<file path="src/rtl/mc_ctrl_pkg.sv">
// Shared encodings for the handshaking multicycle MIPS controller.
// Optional macro MC_CTRL_BNE_EN adds the BNE opcode constant.
package mc_ctrl_pkg;

    typedef enum logic [4:0] {
        ST_FETCH  = 5'd0,
        ST_DECODE = 5'd1,
        ST_RTYPE  = 5'd2,
        ST_ALUWB  = 5'd3,
        ST_ADDI   = 5'd4,
        ST_SLTI   = 5'd5,
        ST_ORI    = 5'd6,
        ST_IMMWB  = 5'd7,
        ST_BEQ    = 5'd8,
        ST_J      = 5'd9,
        ST_JAL    = 5'd10,
        ST_JR     = 5'd11,
        ST_MEMADR = 5'd12,
        ST_MEMRD  = 5'd13,
        ST_MEMWB  = 5'd14,
        ST_MEMWR  = 5'd15,
        ST_TRAP   = 5'd16,
        ST_BNE    = 5'd17
    } state_e;

    localparam logic [2:0] ALU_ADD   = 3'b000;
    localparam logic [2:0] ALU_SUB   = 3'b001;
    localparam logic [2:0] ALU_FUNCT = 3'b010;
    localparam logic [2:0] ALU_OR    = 3'b011;
    localparam logic [2:0] ALU_SLT   = 3'b100;

    localparam logic [5:0] OP_RTYPE = 6'h00;
    localparam logic [5:0] OP_J     = 6'h02;
    localparam logic [5:0] OP_JAL   = 6'h03;
    localparam logic [5:0] OP_BEQ   = 6'h04;
`ifdef MC_CTRL_BNE_EN
    localparam logic [5:0] OP_BNE   = 6'h05;
`endif
    localparam logic [5:0] OP_ADDI  = 6'h08;
    localparam logic [5:0] OP_ADDIU = 6'h09;
    localparam logic [5:0] OP_SLTI  = 6'h0A;
    localparam logic [5:0] OP_ORI   = 6'h0D;
    localparam logic [5:0] OP_LW    = 6'h23;
    localparam logic [5:0] OP_SW    = 6'h2B;
    localparam logic [5:0] FN_JR    = 6'h08;

    localparam logic [1:0] TRAP_NONE    = 2'b00;
    localparam logic [1:0] TRAP_ILLEGAL = 2'b01;
    localparam logic [1:0] TRAP_TIMEOUT = 2'b10;

    localparam logic [1:0] PCS_ALU    = 2'b00;
    localparam logic [1:0] PCS_ALUOUT = 2'b01;
    localparam logic [1:0] PCS_JUMP   = 2'b10;
    localparam logic [1:0] PCS_RS     = 2'b11;

    localparam logic [1:0] M2R_ALUOUT = 2'b00;
    localparam logic [1:0] M2R_MDR    = 2'b01;
    localparam logic [1:0] M2R_PC     = 2'b10;

    localparam logic [1:0] RD_RT = 2'b00;
    localparam logic [1:0] RD_RD = 2'b01;
    localparam logic [1:0] RD_RA = 2'b10;

    localparam logic [1:0] ASB_RT    = 2'b00;
    localparam logic [1:0] ASB_FOUR  = 2'b01;
    localparam logic [1:0] ASB_IMM   = 2'b10;
    localparam logic [1:0] ASB_IMMSH = 2'b11;

    typedef struct packed {
        logic       mem_req;
        logic       iord;
        logic       mem_write;
        logic       ir_write;
        logic       pc_write;
        logic       branch;
        logic       reg_write;
        logic       alu_src_a;
        logic       ori;
        logic [1:0] alu_src_b;
        logic [1:0] pc_src;
        logic [1:0] mem_to_reg;
        logic [1:0] reg_dst;
        logic [2:0] alu_op;
    } ctrl_t;

    function automatic logic is_mem_state(state_e s);
        return (s == ST_FETCH) || (s == ST_MEMRD) || (s == ST_MEMWR);
    endfunction

endpackage

</file>
<file path="src/rtl/mc_wait_timer.sv">
// Memory wait-state counter; flags a timeout on the stall cycle that would
// bring the count of unanswered cycles up to MEM_TIMEOUT.
module mc_wait_timer #(
    parameter int MEM_TIMEOUT = 15
) (
    input  logic clk,
    input  logic rst_n,
    input  logic active_i,
    input  logic ready_i,
    output logic timeout_o
);
    localparam logic [7:0] LAST_CNT = 8'(MEM_TIMEOUT - 1);

    logic [7:0] cnt_q, cnt_d;

    // Every exit from a memory state passes through ready or timeout, so
    // clearing outside stalls also clears on entry to the next memory state.
    always_comb begin
        cnt_d = 8'd0;
        if (active_i && !ready_i) begin
            cnt_d = cnt_q + 8'd1;
        end
    end

    always_ff @(posedge clk or negedge rst_n) begin
        if (!rst_n) begin
            cnt_q <= 8'd0;
        end else begin
            cnt_q <= cnt_d;
        end
    end

    assign timeout_o = active_i && !ready_i && (cnt_q == LAST_CNT);

endmodule

</file>
<file path="src/rtl/mips_mc_ctrl_hs.sv">
// Multicycle MIPS main controller with memory ready handshake, wait timeout
// and illegal-opcode trap. Optional macro MC_CTRL_BNE_EN adds BNE support.
module mips_mc_ctrl_hs
    import mc_ctrl_pkg::*;
#(
    parameter int ALUOP_W     = 3,
    parameter int MEM_TIMEOUT = 15
) (
    input  logic               clk,
    input  logic               rst_n,
    input  logic [5:0]         opcode,
    input  logic [5:0]         funct,
    input  logic               mem_ready,
    output logic               mem_req,
    output logic               iord,
    output logic               mem_write,
    output logic               ir_write,
    output logic               pc_write,
    output logic               branch,
    output logic               reg_write,
    output logic               alu_src_a,
    output logic               ori,
    output logic [1:0]         alu_src_b,
    output logic [1:0]         pc_src,
    output logic [1:0]         mem_to_reg,
    output logic [1:0]         reg_dst,
    output logic [ALUOP_W-1:0] alu_op,
`ifdef MC_CTRL_BNE_EN
    output logic               branch_ne,
`endif
    output logic               trap,
    output logic [1:0]         trap_code
);

    state_e     state_q, state_d;
    logic [1:0] code_q, code_d;
    logic       timeout;
    ctrl_t      ctrl_s, ctrl;

    mc_wait_timer #(.MEM_TIMEOUT(MEM_TIMEOUT)) u_wait_timer (
        .clk       (clk),
        .rst_n     (rst_n),
        .active_i  (is_mem_state(state_q)),
        .ready_i   (mem_ready),
        .timeout_o (timeout)
    );

    always_ff @(posedge clk or negedge rst_n) begin
        if (!rst_n) begin
            state_q <= ST_FETCH;
            code_q  <= TRAP_NONE;
        end else begin
            state_q <= state_d;
            code_q  <= code_d;
        end
    end

    always_comb begin
        state_d           = state_q;
        code_d            = code_q;
        ctrl_s            = '0;
        ctrl_s.alu_src_b  = ASB_RT;
        ctrl_s.pc_src     = PCS_ALU;
        ctrl_s.mem_to_reg = M2R_ALUOUT;
        ctrl_s.reg_dst    = RD_RT;
        ctrl_s.alu_op     = ALU_ADD;
        case (state_q)
            ST_FETCH: begin
                ctrl_s.mem_req   = 1'b1;
                ctrl_s.alu_src_b = ASB_FOUR;
                ctrl_s.ir_write  = mem_ready;
                ctrl_s.pc_write  = mem_ready;
                if (mem_ready) begin
                    state_d = ST_DECODE;
                end else if (timeout) begin
                    state_d = ST_TRAP;
                    code_d  = TRAP_TIMEOUT;
                end
            end
            ST_DECODE: begin
                ctrl_s.alu_src_b = ASB_IMMSH;
                case (opcode)
                    OP_RTYPE:          state_d = (funct == FN_JR) ? ST_JR : ST_RTYPE;
                    OP_ADDI, OP_ADDIU: state_d = ST_ADDI;
                    OP_SLTI:           state_d = ST_SLTI;
                    OP_ORI:            state_d = ST_ORI;
                    OP_BEQ:            state_d = ST_BEQ;
`ifdef MC_CTRL_BNE_EN
                    OP_BNE:            state_d = ST_BNE;
`endif
                    OP_J:              state_d = ST_J;
                    OP_JAL:            state_d = ST_JAL;
                    OP_LW, OP_SW:      state_d = ST_MEMADR;
                    default: begin
                        state_d = ST_TRAP;
                        code_d  = TRAP_ILLEGAL;
                    end
                endcase
            end
            ST_RTYPE: begin
                ctrl_s.alu_src_a = 1'b1;
                ctrl_s.alu_op    = ALU_FUNCT;
                state_d          = ST_ALUWB;
            end
            ST_ALUWB: begin
                ctrl_s.reg_dst   = RD_RD;
                ctrl_s.reg_write = 1'b1;
                state_d          = ST_FETCH;
            end
            ST_ADDI, ST_SLTI, ST_ORI: begin
                ctrl_s.alu_src_a = 1'b1;
                ctrl_s.alu_src_b = ASB_IMM;
                if (state_q == ST_SLTI) ctrl_s.alu_op = ALU_SLT;
                if (state_q == ST_ORI) begin
                    ctrl_s.alu_op = ALU_OR;
                    ctrl_s.ori    = 1'b1;
                end
                state_d = ST_IMMWB;
            end
            ST_IMMWB: begin
                ctrl_s.reg_write = 1'b1;
                state_d          = ST_FETCH;
            end
            ST_BEQ, ST_BNE: begin
                ctrl_s.alu_src_a = 1'b1;
                ctrl_s.alu_op    = ALU_SUB;
                ctrl_s.pc_src    = PCS_ALUOUT;
                ctrl_s.branch    = 1'b1;
                state_d          = ST_FETCH;
            end
            ST_J, ST_JAL: begin
                ctrl_s.pc_src   = PCS_JUMP;
                ctrl_s.pc_write = 1'b1;
                if (state_q == ST_JAL) begin
                    ctrl_s.reg_dst    = RD_RA;
                    ctrl_s.mem_to_reg = M2R_PC;
                    ctrl_s.reg_write  = 1'b1;
                end
                state_d = ST_FETCH;
            end
            ST_JR: begin
                ctrl_s.alu_src_a = 1'b1;
                ctrl_s.pc_src    = PCS_RS;
                ctrl_s.pc_write  = 1'b1;
                state_d          = ST_FETCH;
            end
            ST_MEMADR: begin
                ctrl_s.alu_src_a = 1'b1;
                ctrl_s.alu_src_b = ASB_IMM;
                state_d          = (opcode == OP_SW) ? ST_MEMWR : ST_MEMRD;
            end
            ST_MEMRD, ST_MEMWR: begin
                ctrl_s.mem_req   = 1'b1;
                ctrl_s.iord      = 1'b1;
                ctrl_s.mem_write = (state_q == ST_MEMWR);
                if (mem_ready) begin
                    state_d = (state_q == ST_MEMRD) ? ST_MEMWB : ST_FETCH;
                end else if (timeout) begin
                    state_d = ST_TRAP;
                    code_d  = TRAP_TIMEOUT;
                end
            end
            ST_MEMWB: begin
                ctrl_s.mem_to_reg = M2R_MDR;
                ctrl_s.reg_write  = 1'b1;
                state_d           = ST_FETCH;
            end
            ST_TRAP: state_d = ST_TRAP;
            default: state_d = ST_FETCH;
        endcase
    end

    // Reset blanks the strobes combinationally so an in-flight access ends at once.
    assign ctrl = rst_n ? ctrl_s : '0;

    assign mem_req    = ctrl.mem_req;
    assign iord       = ctrl.iord;
    assign mem_write  = ctrl.mem_write;
    assign ir_write   = ctrl.ir_write;
    assign pc_write   = ctrl.pc_write;
    assign branch     = ctrl.branch;
    assign reg_write  = ctrl.reg_write;
    assign alu_src_a  = ctrl.alu_src_a;
    assign ori        = ctrl.ori;
    assign alu_src_b  = ctrl.alu_src_b;
    assign pc_src     = ctrl.pc_src;
    assign mem_to_reg = ctrl.mem_to_reg;
    assign reg_dst    = ctrl.reg_dst;
    assign alu_op     = ALUOP_W'(ctrl.alu_op);
`ifdef MC_CTRL_BNE_EN
    assign branch_ne  = rst_n && (state_q == ST_BNE);
`endif
    assign trap       = (state_q == ST_TRAP);
    assign trap_code  = code_q;

endmodule

</file>
<file path="config.mk">
export PLATFORM = sky130hd
export DESIGN_NAME = mips_mc_ctrl_hs
export DESIGN_NICKNAME = d
export VERILOG_FILES = /design/src/rtl/mc_ctrl_pkg.sv /design/src/rtl/mc_wait_timer.sv /design/src/rtl/mips_mc_ctrl_hs.sv
export SDC_FILE = /design/constraint.sdc
export NUM_CORES = 1
export LEC_CHECK = 0
export ABC_AREA = 1
export BUFFER_PORTS_ARGS = -buffer_cell sky130_fd_sc_hd__buf_4
export CAP_MARGIN = 20
export CORE_MARGIN = 3
export CORE_UTILIZATION = 46
export CTS_CLUSTER_DIAMETER = 40
export DETAILED_ROUTE_END_ITERATION = 10
export PLACE_DENSITY = 0.76
export SYNTH_ARGS = -nofsm -noshare
export SYNTH_HDL_FRONTEND = slang
export SYNTH_HIERARCHICAL = 1
export SYNTH_SLANG_ARGS = --single-unit
</file>
<file path="constraint.sdc">
create_clock -name clk -period 2.1 [get_ports clk]
set_clock_uncertainty 0.1 [all_clocks]
set_input_delay 0.315 -clock clk [delete_from_list [all_inputs] [get_ports clk]]
set_output_delay 0.315 -clock clk [all_outputs]
set_load 0.02 [all_outputs]
</file>
Yosys cells after proc, flatten, opt, wreduce, memory -nomap -nowiden
Cells that the tools add are included.

Logic and storage cells: 88. Output and inout bits: 23. Register bits: 15. Input bits: 15.

Muxes and demuxes: 32. Equality and inequality tests: 31. Reductions and logical operators: 21. Add/subtract/negate cells: 1.

Operator list (count): equality test 5 x 4 -> 1 bit, second input constant (8); one-hot mux 5 bit (8 select lines) (1); one-hot mux 5 bit (7 select lines) (1); equality test 6 x 4 -> 1 bit, second input constant (5); equality test 5 x 3 -> 1 bit, second input constant (4); two-way mux 20 bit (1); two-way mux 5 bit (3); equality test 6 x 2 -> 1 bit, second input constant (2); equality test 6 bit, second input constant (2); two-way mux 4 bit (3); one-hot mux 2 bit (2 select lines) (3); one-hot mux 2 bit (3 select lines) (2); OR reduction 3 bit (4); equality test 5 x 2 -> 1 bit, second input constant (2); equality test 5 bit, second input constant (2); two-way mux 2 bit (5); OR reduction 10 bit (1); OR reduction 2 bit (5); one-hot mux 3 bit (3 select lines) (1); adder 8 x 1 -> 8 bit, second input constant (1); equality test 8 x 4 -> 1 bit, second input constant (1); two-way mux 8 bit (1); OR reduction 8 bit (1); two-way mux 1 bit (7); 14 further kinds (19).

Depth between registers and ports, before layout
Depth after elaboration: 8. Gate-level depth with buffers: 14. Mapped depth without buffers: 14.

Hierarchy
The synthesis kept the hierarchy.

Modules (own cells, without submodules): mips_mc_ctrl_hs (area an instance 835.8 µm², sequential area each 175.2 µm², cells an instance 147, times used 1); mc_wait_timer (area an instance 401.6 µm², sequential area each 200.2 µm², cells an instance 51, times used 1).

Least setup slack after synthesis
OpenSTA, ideal clock, no wires.

Path kind: register to register. Start: reg state_q[0]. End: reg code_q[1], in the netlist trap_code[1]. Buffers on the path: 1. Clock period less this slack: 2037 ps. Cell stages (with the launch flop): 14. Data required time: 1876 ps. Setup time: 124 ps. Slack: 63 ps. Data arrival time: 1813 ps. Cells stage by stage: dfrtp_1 buf_6 nor2_1 nand2_2 nand2_2 inv_1 nor2_4 nand3_1 nor3_1 nand2_1 a21boi_2 nand2_1 nand2_1 nand2_1.

Elaborated cells on any way between the ends: 15. Classes of those cells: 6 x eq/ne; 1 x mux; 8 x reduce/logical.

RTL lines: start: declaration (line mips_mc_ctrl_hs.sv:35) `state_e state_q, state_d;`; start signal: assignment (line mips_mc_ctrl_hs.sv:53) `state_q <= state_d;`; equality test 5 x 4 -> 1 bit / zero test 5 bit (equally long branches) (line mips_mc_ctrl_hs.sv:67) `case (state_q)`; OR reduction 3 bit (no source line); one-hot mux 2 bit (2 select lines) (*) (line mips_mc_ctrl_hs.sv:67); named net code_d[1] (line mips_mc_ctrl_hs.sv:36) `logic [1:0] code_q, code_d;`; end signal: assignment (line mips_mc_ctrl_hs.sv:54) `code_q <= code_d;`; end: declaration (line mips_mc_ctrl_hs.sv:36).

The timed path passes the listed nets; every way through them passes the cells marked *. A chain may end at the register's enable or synchronous reset.

Final worst setup path
Start: reg state_q[4]. End: out alu_src_a.

Word-level cells in the longest chain between the ends: 4. Elaborated cells on any way between the ends: 11. Classes of those cells: 8 x eq/ne; 2 x mux; 1 x reduce/logical.

RTL lines: equality test 5 x 3 -> 1 bit (tied with other cells) (line mips_mc_ctrl_hs.sv:67); OR reduction 8 bit (no source line) (*); two-way mux 1 bit (*) (line mips_mc_ctrl_hs.sv:67); two-way mux 20 bit (*) (line mips_mc_ctrl_hs.sv:174) `assign ctrl = rst_n ? ctrl_s : '0;`; end: declaration (line mips_mc_ctrl_hs.sv:21) `output logic alu_src_a,`.

Every way passes the cells marked *; elsewhere a longest branch is shown, timed or not.

==> flow_summary.yaml <==
setup_path:
  cp-end-kind: "output port"
  critPathLaunchType: "flop"
  crit_top_cell: "buf_4"
  max_stage_delay_ns: 0.42
  critical-path-slowest-cell: "dfrtp_2"
  r2r_start: "state_q[4]"
  critical_path_class: "reg -> out"
  crit_buf_inv: 3
  r2r_slack_ns: 0.11
  reg2regPathDepth: 14
  cp_data_arrival_time_ns: 1.63
  worstReg2RegEnd: "trap_code[1]"
  crit_chain: "buf_4 > inv_4 > nand4_1 > nand2_1 > nor2_1 > a31oi_1 > buf_4"
  critical-path-top-delay-family: "buffers and inverters"
  crit_required_ns: 1.68
  crit_path_max_fanout: 6
drt:
  antenna_left: 0
  detail_route.iter0.violations: 60
  drc_errors: 0
  wl_per_cell_um: 11.28
  wl_um: 3181
  vias_per_cell: 5.156
  vias: 1454
  dr.pass1.iters: 4
global_routing:
  grt_max_degree: 17
  grt_overflow: 0
  grt_pass1_wl_um: 5037
  grt_pass1_vias: 1217
  gr-usage-all-layers: 0.1851
  antenna_found_initial: 0
pwr:
  switching_share: 0.4780
  clockPowerShare: 0.089
  seq_power_share: 0.242
  power_density_nw_per_um2: 1010
  irDropWorstVdd_v: 0.0006301
  switchingPower_mw: 0.8420
  p_leak_nw: 0.9371
  p_comb_frac: 0.669
  internal_power_mw: 0.9196
timing:
  hold_ws_ns: 0.2821
  worst_pin_slew_ns: 0.5600
  hold_viol_final: 0
  rsz0062_at_grt: "yes"
  setup_viol: 0
  relSlewSlack: 0.6232
  report.final.slew_viol_count: 0
  fin_crit_sh: 0.9728
  clock.fmax_mhz: 489.5
  period_needed_ns: 2.043
min_path:
  holdPathEnd: "state_q[1]"
  hold_depth: 4
  hp-class: "in -> reg"
  hp-start: "opcode[4]"
floorplanning:
  start_util: 0.4906
  dieArea_um2: 3348
  fp.dieH_um: 57.87
  die_w_um: 57.87
  core_area_um2: 2522
  boundaryPins: 38
  rows: 18
final_layout:
  final_util: 0.6915
  drive_gt1_frac: 0.3413
  n_antenna_cell: 0
  fillers: 218
  nets: 270
  post-route-cell-area_um2: 1744
  area_growth_pct: 40.95
yosys:
  synth_seq_cells: 15
  ys_types: 28
  syn-cell-area_um2: 1237
  synthesis.nets: 215
  synth-seq-area-share: 0.3033
  syn_avg_cell_area_um2: 6.250
  synth_cells: 198
  ys_warn_count: 6
placement:
  routabilityCongestion: 0.8834
  place_area_um2: 1588
  io_buffer_count: 37
  place_hpwl_um: 2421
cts:
  htreeDepth: 1
  cts-root-buf: "clkbuf_4"
  clock_path_buffers: 2
  cts.reportedPaths.clkPinSlew_ns: 0.08
  cts_tree: "built"
  cts_buffers: 3
  clk_latency_ns: 0.28
  clock_sinks: 15
outcome:
  status: "complete, no violations"
job:
  cap_violations: 0
## repair_timing
item | in CTS | in global routing
pin swaps | 0 | 2
buffers inserted | 1 | 7
endpoints found under the hold margin | 15 | 0
hold buffers | 1 | 0
gates resized for setup | 3 | 16
setup endpoints to repair | 2 | 14
## synth_stat cells
library cell / instances / share of area
o211ai_1: 3 / 0.018
ha_1: 2 / 0.020
nor2_2: 2 / 0.010
clkbuf_1: 1 / 0.0030
a32oi_1: 1 / 0.0071
nand4_1: 6 / 0.030
nor3_1: 9 / 0.036
a21boi_2: 1 / 0.0091
clkinv_1: 1 / 0.0030
nand3b_1: 1 / 0.0061
buf_6: 1 / 0.0091
buf_4: 1 / 0.0061
nor4_1: 2 / 0.010
inv_1: 23 / 0.070
nand2_1: 39 / 0.12
buf_2: 2 / 0.0081
nor2_1: 43 / 0.13
nand3_1: 15 / 0.061
o21ai_0: 6 / 0.024
a21oi_1: 9 / 0.036
dfrtp_1: 15 / 0.30
o21a_1: 1 / 0.0061
o21ai_1: 1 / 0.0040
nor2_4: 2 / 0.018
nand2_2: 6 / 0.030
o21ai_2: 1 / 0.0071
inv_2: 3 / 0.0091
a31oi_1: 1 / 0.0051
## cells by family after synthesis
family,Yosys count,synth area share
DFF,15,0.3033
AOI/OAI and AO/OA,24,0.1173
buffers and inverters,32,0.1082
adders and majority gates,2,0.02022
and+or+nand+nor,125,0.4510
## routing by layer
| metal | share of wire | track usage | up-vias |
|---|---|---|---|
| met4 | 0.016 | 0.04967 | 0 |
| met2 | 0.46 | 0.2935 | 66 |
| met1 | 0.46 | 0.2709 | 635 |
| met3 | 0.067 | 0.01559 | 4 |
| li1 | - | - | 749 |
| met5 | 0 | 0 | - |
## through the flow
stage	power, mW	std cells	TNS [ns]	setup slack [ns]
finish	1.762	282	0	0.05714
global route	1.905	282	-0.2417	-0.08114
CTS	1.596	275	-0.004820	-0.004820
detailed placement	1.411	269	0	0.001666
global placement	1.404	269	0	0.1149
floorplan	1.078	198	0	0.06292
## power groups by stage
stage | clock, mW | combinational (mW) | sequential [mW]
after floorplan | 0 | 0.652 | 0.426
after global placement | 0 | 0.978 | 0.426
after detailed placement | 0 | 0.985 | 0.425
after CTS | 0.164 | 1.01 | 0.419
after global routing | 0.176 | 1.29 | 0.439
final | 0.157 | 1.18 | 0.426
## final cells by class
class                   instances  area [um^2]  share of cell area
multi-input cells             151        775.7              0.4448
inverters                      27        106.4             0.06098
clock inverters                 1        5.005            0.002869
flip-flops and latches         15        377.9              0.2166
well taps                      30        37.54             0.02152
clock buffers                   3        22.52             0.01291
repair buffers                 55        419.2              0.2403
## layout by cell type, fill, tap and decap left out, types with 2 or more instances in the layout
cell type	netlist	routed
nand2_1	39	37
a21oi_1	9	9
inv_1	23	21
nand2_4	0	2
clkbuf_4	0	3
dfrtp_2	0	2
inv_2	3	3
inv_4	0	2
o211ai_1	3	3
o21ai_0	6	6
ha_1	2	2
nand4_1	6	6
nand3_1	15	14
dfrtp_1	15	13
nand2_2	6	6
buf_4	1	53
nor2_4	2	3
nor4_1	2	2
nor2_1	43	39
nor3_1	9	8
nor2_2	2	5
## how the worst max path moves through the flow
stage,from,endpoint,cells after the start
after floorplan,state_q[0],trap_code[1],13
final,state_q[4],alu_src_a,7
after global placement,state_q[2],trap_code[1],15
after CTS,state_q[4],alu_src_a,7
after global routing,state_q[1],alu_src_a,8
after detailed placement,state_q[3],trap_code[1],15
## worst reg2reg max path, cell delays in order (launching register included)
cell      delay [ns]
dfrtp_2         0.42
buf_4           0.14
nor2_4          0.14
nand2_4         0.09
nand2_2         0.11
inv_2           0.05
nor2_4          0.08
nand3_2         0.08
nor3_2          0.13
buf_4           0.15
nand2_1         0.06
a21boi_2        0.14
nand2_1         0.08
nand2_1         0.06
nand2_1         0.04
## state kept, by name (all words and copies together) (netlist names)
signal,count
state_q,5
trap_code,2
u_wait_timer/cnt_q,8
Power figures use the tool's default switching activity.
